<file path="src/rtl/gate_unit_pipe.sv">
// rtl/gate_unit_pipe.sv - registered WIDTH-bit gate unit with valid/ready handshakes
module gate_unit_pipe #(
  parameter int WIDTH = 8,
  parameter int CNT_W = 16
) (
  input  logic             clk,
  input  logic             rst_n,
  input  logic             in_valid,
  output logic             in_ready,
  input  logic [WIDTH-1:0] a,
  input  logic [WIDTH-1:0] b,
  input  logic [2:0]       op,
  output logic             out_valid,
  input  logic             out_ready,
  output logic [WIDTH-1:0] y,
  output logic             parity,
  output logic             illegal,
  output logic             err_sticky,
  input  logic             err_clr,
  output logic [CNT_W-1:0] op_count
);

  typedef enum logic [2:0] {
    OP_AND  = 3'd0,
    OP_OR   = 3'd1,
    OP_NAND = 3'd2,
    OP_NOR  = 3'd3,
    OP_XOR  = 3'd4,
    OP_XNOR = 3'd5,
    OP_NOT  = 3'd6,
    OP_ILL  = 3'd7
  } op_e;

  logic             r_out_valid;
  logic [WIDTH-1:0] r_y;
  logic             r_parity;
  logic             r_illegal;
  logic             r_err_sticky;
  logic [CNT_W-1:0] r_op_count;

  logic             w_in_ready;
  logic             w_accept;
  logic [WIDTH-1:0] w_result;
  logic             w_illegal;

  // The single result slot frees up in the same cycle the consumer takes it,
  // so streaming runs at one result per cycle without a bubble.
  assign w_in_ready = !r_out_valid || out_ready;
  assign w_accept   = in_valid && w_in_ready;

  // Gate function select; opcode 7 (and any unknown opcode) yields zero and flags illegal.
  always_comb begin
    w_result  = '0;
    w_illegal = 1'b0;
    case (op)
      OP_AND:  w_result = a & b;
      OP_OR:   w_result = a | b;
      OP_NAND: w_result = ~(a & b);
      OP_NOR:  w_result = ~(a | b);
      OP_XOR:  w_result = a ^ b;
      OP_XNOR: w_result = ~(a ^ b);
      OP_NOT:  w_result = ~a;
      default: w_illegal = 1'b1;
    endcase
  end

  // Result register: load on accept, otherwise drop valid once the consumer takes it.
  // y/parity/illegal only change on accept, so they hold under backpressure and after drain.
  always_ff @(posedge clk or negedge rst_n) begin
    if (!rst_n) begin
      r_out_valid <= 1'b0;
      r_y         <= '0;
      r_parity    <= 1'b0;
      r_illegal   <= 1'b0;
    end else if (w_accept) begin
      r_out_valid <= 1'b1;
      r_y         <= w_result;
      r_parity    <= ^w_result;
      r_illegal   <= w_illegal;
    end else if (out_ready) begin
      r_out_valid <= 1'b0;
    end
  end

  // Accepted-operation counter, wraps naturally at 2^CNT_W.
  always_ff @(posedge clk or negedge rst_n) begin
    if (!rst_n) begin
      r_op_count <= '0;
    end else if (w_accept) begin
      r_op_count <= r_op_count + CNT_W'(1);
    end
  end

  // Sticky error: an accepted illegal opcode takes priority over a same-cycle clear.
  always_ff @(posedge clk or negedge rst_n) begin
    if (!rst_n) begin
      r_err_sticky <= 1'b0;
    end else if (w_accept && w_illegal) begin
      r_err_sticky <= 1'b1;
    end else if (err_clr) begin
      r_err_sticky <= 1'b0;
    end
  end

  assign in_ready   = w_in_ready;
  assign out_valid  = r_out_valid;
  assign y          = r_y;
  assign parity     = r_parity;
  assign illegal    = r_illegal;
  assign err_sticky = r_err_sticky;
  assign op_count   = r_op_count;

endmodule

</file>
<file path="config.mk">
export PLATFORM = sky130hd
export DESIGN_NAME = gate_unit_pipe
export DESIGN_NICKNAME = d
export VERILOG_FILES = /design/src/rtl/gate_unit_pipe.sv
export SDC_FILE = /design/constraint.sdc
export NUM_CORES = 1
export LEC_CHECK = 0
export ABC_AREA = 1
export CORE_MARGIN = 2
export CORE_UTILIZATION = 55
export CTS_CLUSTER_SIZE = 10
export DETAILED_ROUTE_END_ITERATION = 8
export PLACE_DENSITY_LB_ADDON = 0.25
export SLEW_MARGIN = 20
export SYNTH_ARGS = -nofsm -noshare
export SYNTH_HDL_FRONTEND = slang
export SYNTH_SLANG_ARGS = --single-unit
export TNS_END_PERCENT = 50
</file>
<file path="constraint.sdc">
create_clock -name clk -period 2.4 [get_ports clk]
set_input_delay 0.48 -clock clk [delete_from_list [all_inputs] [get_ports clk]]
set_output_delay 0.48 -clock clk [all_outputs]
set_load 0.02 [all_outputs]
</file>
==> results of run 1 <==
-- cell usage in the layout, fill, tap and decap left out, drive strengths merged --
master         count
clkbuf             4
nand2             99
buf               31
dfrtp             28
o21ai             15
xnor2              4
clkdlybuf4s50     52
nor4               1
nor3               2
ha                17
xor2               8
nand4             11
nand3b             8
nor2              60
nand3             36
inv               57
a21oi              4
-- worst paths after layout --
check	from	slack [ps]	to	cells past startpoint
worst min register to register	op_count[15]	480	op_count[15]	1
min in group asynchronous	rst_n	580	out_valid	2
worst max-delay path	op[1]	180	parity	15
max in group asynchronous	rst_n	1560	err_sticky	2
worst max register to register	op_count[0]	590	op_count[14]	10
worst min-delay path	op_count[15]	480	op_count[15]	1
-- kinds of logic after synthesis --
logic type               count (synthesis)  share of synthesized area, %
AND/OR/NAND/NOR                        217                          40.9
buffers and inverters                   66                          11.3
flip-flops                              28                          30.1
AO/OA/AOI/OAI                           19                          4.09
adder cells (fa/ha/maj)                 17                          9.14
XOR/XNOR                                12                          4.52
-- worst reg2reg max path, stage by stage, from the launching register on --
cell	delay, ps
dfrtp_1	400
ha_1	160
inv_1	40
nor2_2	130
nand3_1	130
nor2_1	180
nand2_1	120
nor2_1	160
nand3_1	140
nor2_1	130
xor2_1	150
-- where the power goes --
group,internal [W],switching (W)
clock network,0.000147,0.000138
logic,0.000352,0.000406
registers,0.000558,0.0000822
total,0.00106,0.000626
-- per-layer routing --
metal	part of all wire [%]	vias to the layer above	GRT usage, %
met5	0	-	0
met4	0.59	0	5.66
met3	5.4	6	4.68
met2	50	69	46.2
met1	44	1118	31.5
li1	-	1279	-
-- per-stage QoR --
step	util (%)	setup TNS (ps)	worst slack, ps	hold slack, ps	power (W)
finish	78.7	0	177	476	0.00168
global route	78.7	0	13.1	491	0.00181
CTS	78.5	0	147	478	0.00170
detailed placement	77.1	-140	-140	465	0.00140
global placement	77.1	-115	-115	458	0.00137
floorplan	-	0	598	184	0.00104
-- sequential cells by signal (all words and copies together), names as in the netlist --
register	flops
err_sticky	1
illegal	1
op_count	16
out_valid	1
parity	1
y	8
-- area by class of cell --
class | count | area, um^2
well taps | 50 | 62.6
clock buffers | 4 | 55.1
fillers | 316 | 857
flip-flops and latches | 28 | 701
multi-input cells | 265 | 1370
inverters | 57 | 214
repair buffers | 83 | 766
==> metrics.cfg, run 1 <==
[status]
status = finished, final reports clean

[critical_path]
critPathBufInv = 3
crit_path_start_kind = input pin
required_ps = 2570
crit_chain = clkdlybuf4s50_1 -> buf_4 -> nand3_2 -> nor2_1 -> nor2_1 -> nand2_1 -> nor2_1 -> nand2_1 -> nand2_1 -> nand2_1 -> inv_1 -> nor2_1 -> nand2_1 -> nand3_1 -> nand2_1
critPathArrivalTime_ps = 2390
crit_path_top_delay_cell = clkdlybuf4s50_1
path_max_fanout = 10
slowest_delay_ps = 600
crit_path_frequent_cell = nand2_1
cp-end-kind = register
crit_family = simple AND/OR/NAND/NOR gates
crit_type = input pin to register

[die]
die_h_um = 69.1
rows = 23
dieArea_mm2 = 0.00477
initial_core_util_pct = 57.8
core_area_mm2 = 0.00403
io_pins = 53
die_w_um = 69.1

[power_and_ir_drop]
powerDensity_mw_per_mm2 = 530
power_leakage_nw = 1.77
vdd_drop_max_mv = 0.381

[place]
dp.cells = 483
place_area_mm2 = 0.00311
dp_hpwl_mm = 4.74
gp_congestion = 0.910
port_buffers = 52

[global_route]
grt_pass1_vias = 2327
antenna_found_initial = 0
grt_pass1_wl_mm = 10.2
grtUsageTotal_pct = 25.5
grt_max_degree = 29
grt_remaining_overflow = 0

[timing]
slew_headroom_pct = 67.0
fmax_mhz = 450
slew_violations = 0
period_share_pct = 92.6
rsz0062_at_grt = no
clock_skew_ps = 3.72
worst_pin_slew_ps = 491
final-setup-viol-count = 0
period_minus_slack_ps = 2220
final_hold_viol_count = 0

[final_layout]
final_area_mm2 = 0.00317
fin_cells = 487
layout-drive-gt1-share_pct = 10.3
antenna_cells = 0
final_nets = 479
area_delta_synth_final_pct = 36.3

[synth]
async_reset_ff_share_pct = 100
synth_edf_count = 0
synthCells = 359
synth_top_area_share_pct = 30.1
synthTopCellsByCount = 97 x nand2_1, 57 x nor2_1, 56 x inv_1, 34 x nand3_1, 28 x dfrtp_1
ys_top_cells_by_area = dfrtp_1 30%, nand2_1 16%, nor2_1 9.2%
yosys.area.top_type = dfrtp_1
synth.lib_cells_used.distinct = 21
synth-seq-area-share_pct = 30.1
syn_area_per_cell_um2 = 6.48
synth_most_common_cell = nand2_1
syn_nets = 400
ys_seq_elements = 28
yosysWarnings = 0
synthFlopType = dfrtp_1
syn_area_mm2 = 0.00233

[cts]
holdBufCountCts = 0
tritoncts = built
cts_setup_buffers = 0
cts.path.max_buffers = 2
path_clk_slew_ps = 90
root_buffer = clkbuf_8
cts_made_buffers = 3
cts_max_level = 1
cts_resized = 0
clk_latency_ps = 270
cts_sinks = 28

[route]
antenna_left = 0
wl_mm = 5.90
drt-initial-drc-count = 191
drc = 0
dr.pass1.iters = 4
wl_per_cell_um = 12.1
vias = 2472
vias_per_cell = 5.08

[flow_run]
cap_violations = 0

[hold_path]
hp-class = register to register

No activity file was read; power rests on OpenSTA's default activity.
==> run 2: changes to the inputs <==
==> constraint.sdc (replaced) <==
create_clock -name clk -period 2.7 [get_ports clk]
set_input_delay 0.54 -clock clk [delete_from_list [all_inputs] [get_ports clk]]
set_output_delay 0.54 -clock clk [all_outputs]
set_load 0.02 [all_outputs]
==> metrics.cfg, run 2 (same netlist as run 1, synthesis figures left out) <==
[global_route]
grtUsageTotal_pct = 25.5
grt_remaining_overflow = 0
antenna_found_initial = 0
grt_pass1_vias = 2327
grt_max_degree = 29
grt_pass1_wl_mm = 10.2

[route]
dr.pass1.iters = 5
vias_per_cell = 5.34
drc = 0
wl_per_cell_um = 12.7
antenna_left = 0
drt-initial-drc-count = 109
vias = 2493
wl_mm = 5.95

[cts]
holdBufCountCts = 0
cts.path.max_buffers = 2
cts_sinks = 28
clk_latency_ps = 270
cts_max_level = 1
tritoncts = built
root_buffer = clkbuf_8
path_clk_slew_ps = 90
cts_made_buffers = 3

[timing]
postLayoutSetupSlackWorst_ps = 332
period_minus_slack_ps = 2370
final_hold_viol_count = 0
clock_skew_ps = 3.84
fmax_mhz = 422
rsz0062_at_grt = no
period_share_pct = 87.7
slew_violations = 0
worst_pin_slew_ps = 567
slew_headroom_pct = 61.9
final-setup-viol-count = 0

[critical_path]
reg2reg_from = out_valid
slowest_delay_ps = 580
crit_path_frequent_cell = nand2_1
timing.reg2reg.setup_slack_ps = 710
crit_end = parity
critPathArrivalTime_ps = 2540
ff2ff_path_depth = 8
cp-startpoint = op[1]
crit_path_top_delay_cell = clkdlybuf4s50_1
path_max_fanout = 10
crit_type = input pin to register
crit_path_start_kind = input pin
crit_chain = clkdlybuf4s50_1 -> buf_4 -> nand3_2 -> nor2_1 -> nor2_1 -> nand2_1 -> nor2_1 -> nand2_1 -> nand2_1 -> nand2_1 -> nand2_1 -> nand2_1 -> nand3_1 -> nand2_1
required_ps = 2870
rr_endpoint = op_count[15]
cp-end-kind = register

[power_and_ir_drop]
power_leakage_nw = 1.69
finalPower_w = 0.00144
p_comb_share_pct = 44.9
netSwitchingFraction_pct = 38.5
power.share.sequential_pct = 39.7
internal-power_w = 0.000883
clock_power_share_pct = 15.5
powerDensity_mw_per_mm2 = 475
switching_power_w = 0.000554
vdd_drop_max_mv = 0.456

[place]
port_buffers = 52
dp_hpwl_mm = 4.70
pre_cts_ws_ps = -69.5
gp_congestion = 0.946

[die]
rows = 23
core_area_mm2 = 0.00403
dieArea_mm2 = 0.00477
die_w_um = 69.1
io_pins = 53
die_h_um = 69.1
initial_core_util_pct = 57.8

[final_layout]
layout-drive-gt1-share_pct = 6.24
final_common_cell = nand2_1
final_nets = 460
largest_register_ffs = 16
antenna_cells = 0
most-common-layout-cells = 97 x nand2_1, 57 x nor2_1, 56 x inv_1, 51 x clkdlybuf4s50_1, 34 x nand3_1
area_delta_synth_final_pct = 29.9
multi_input_area_mm2 = 0.00138
fill_cells = 358
regArea_um2 = 701

[flow_run]
cap_violations = 0

[status]
status = finished, final reports clean

[hold_path]
hp-start = op_count[15]
hp-class = register to register

run 2: changes by cell type in the layout (fill, tap and decap cells not counted):
cell,before,now
dlymetal6s2s_1,0,1
clkdlybuf4s50_1,52,51
nor3_2,1,2
buf_4,30,11
nor3_1,1,0
clkbuf_8,4,3
run 2: layout make-up:
type / count / area share, %
flip-flops and latches: 28 / 23.2
clock buffers: 3 / 1.37
multi-input cells: 265 / 45.6
inverters: 57 / 7.08
well taps: 50 / 2.07
repair buffers: 64 / 20.7
run 2: routing by layer:
metal	track usage, %	vias to the layer above	share of wire (%)
li1	-	1241	-
met1	34.3	1147	45
met2	42.2	91	48
met3	4.09	14	5.2
met4	7.41	0	1.8
met5	0	-	0
run 2: through the flow:
stage	util [%]	TNS (ps)	hold slack [ps]	cell area (um^2)	cells
floorplan	-	0	244	2330	359
detailed placement	73.6	-69.5	464	2960	464
global route	75.0	0	502	3020	467
CTS	74.6	0	485	3010	467
global placement	73.6	-23.8	459	2960	464
finish	75.0	0	483	3020	467
run 2: what timing repair did:
item                       CTS  global route
buffers inserted             0             0
setup endpoints to repair    0             1
resized for setup            0             4
run 2: worst min path at each step:
stage / to / slack [ps] / cells after the start
finish: op_count[15] / 480 / 1
global route: op_count[15] / 500 / 1
CTS: op_count[15] / 480 / 1
detailed placement: op_count[15] / 460 / 1
global placement: op_count[15] / 460 / 1
floorplan: err_sticky / 240 / 0
run 2: worst max-delay path, delay by kind of cell:
| kind | cells | cell delay (ps) |
|---|---|---|
| buf+inv | 2 | 810 |
| simple gates | 12 | 1180 |
run 2: power groups by stage:
stage | logic [W] | clock network, W | registers, W
after CTS | 0.000643 | 0.000229 | 0.000570
final | 0.000644 | 0.000223 | 0.000570
after detailed placement | 0.000639 | 0 | 0.000578
after global placement | 0.000624 | 0 | 0.000572
after global routing | 0.000712 | 0.000248 | 0.000583
after floorplan | 0.000265 | 0 | 0.000660
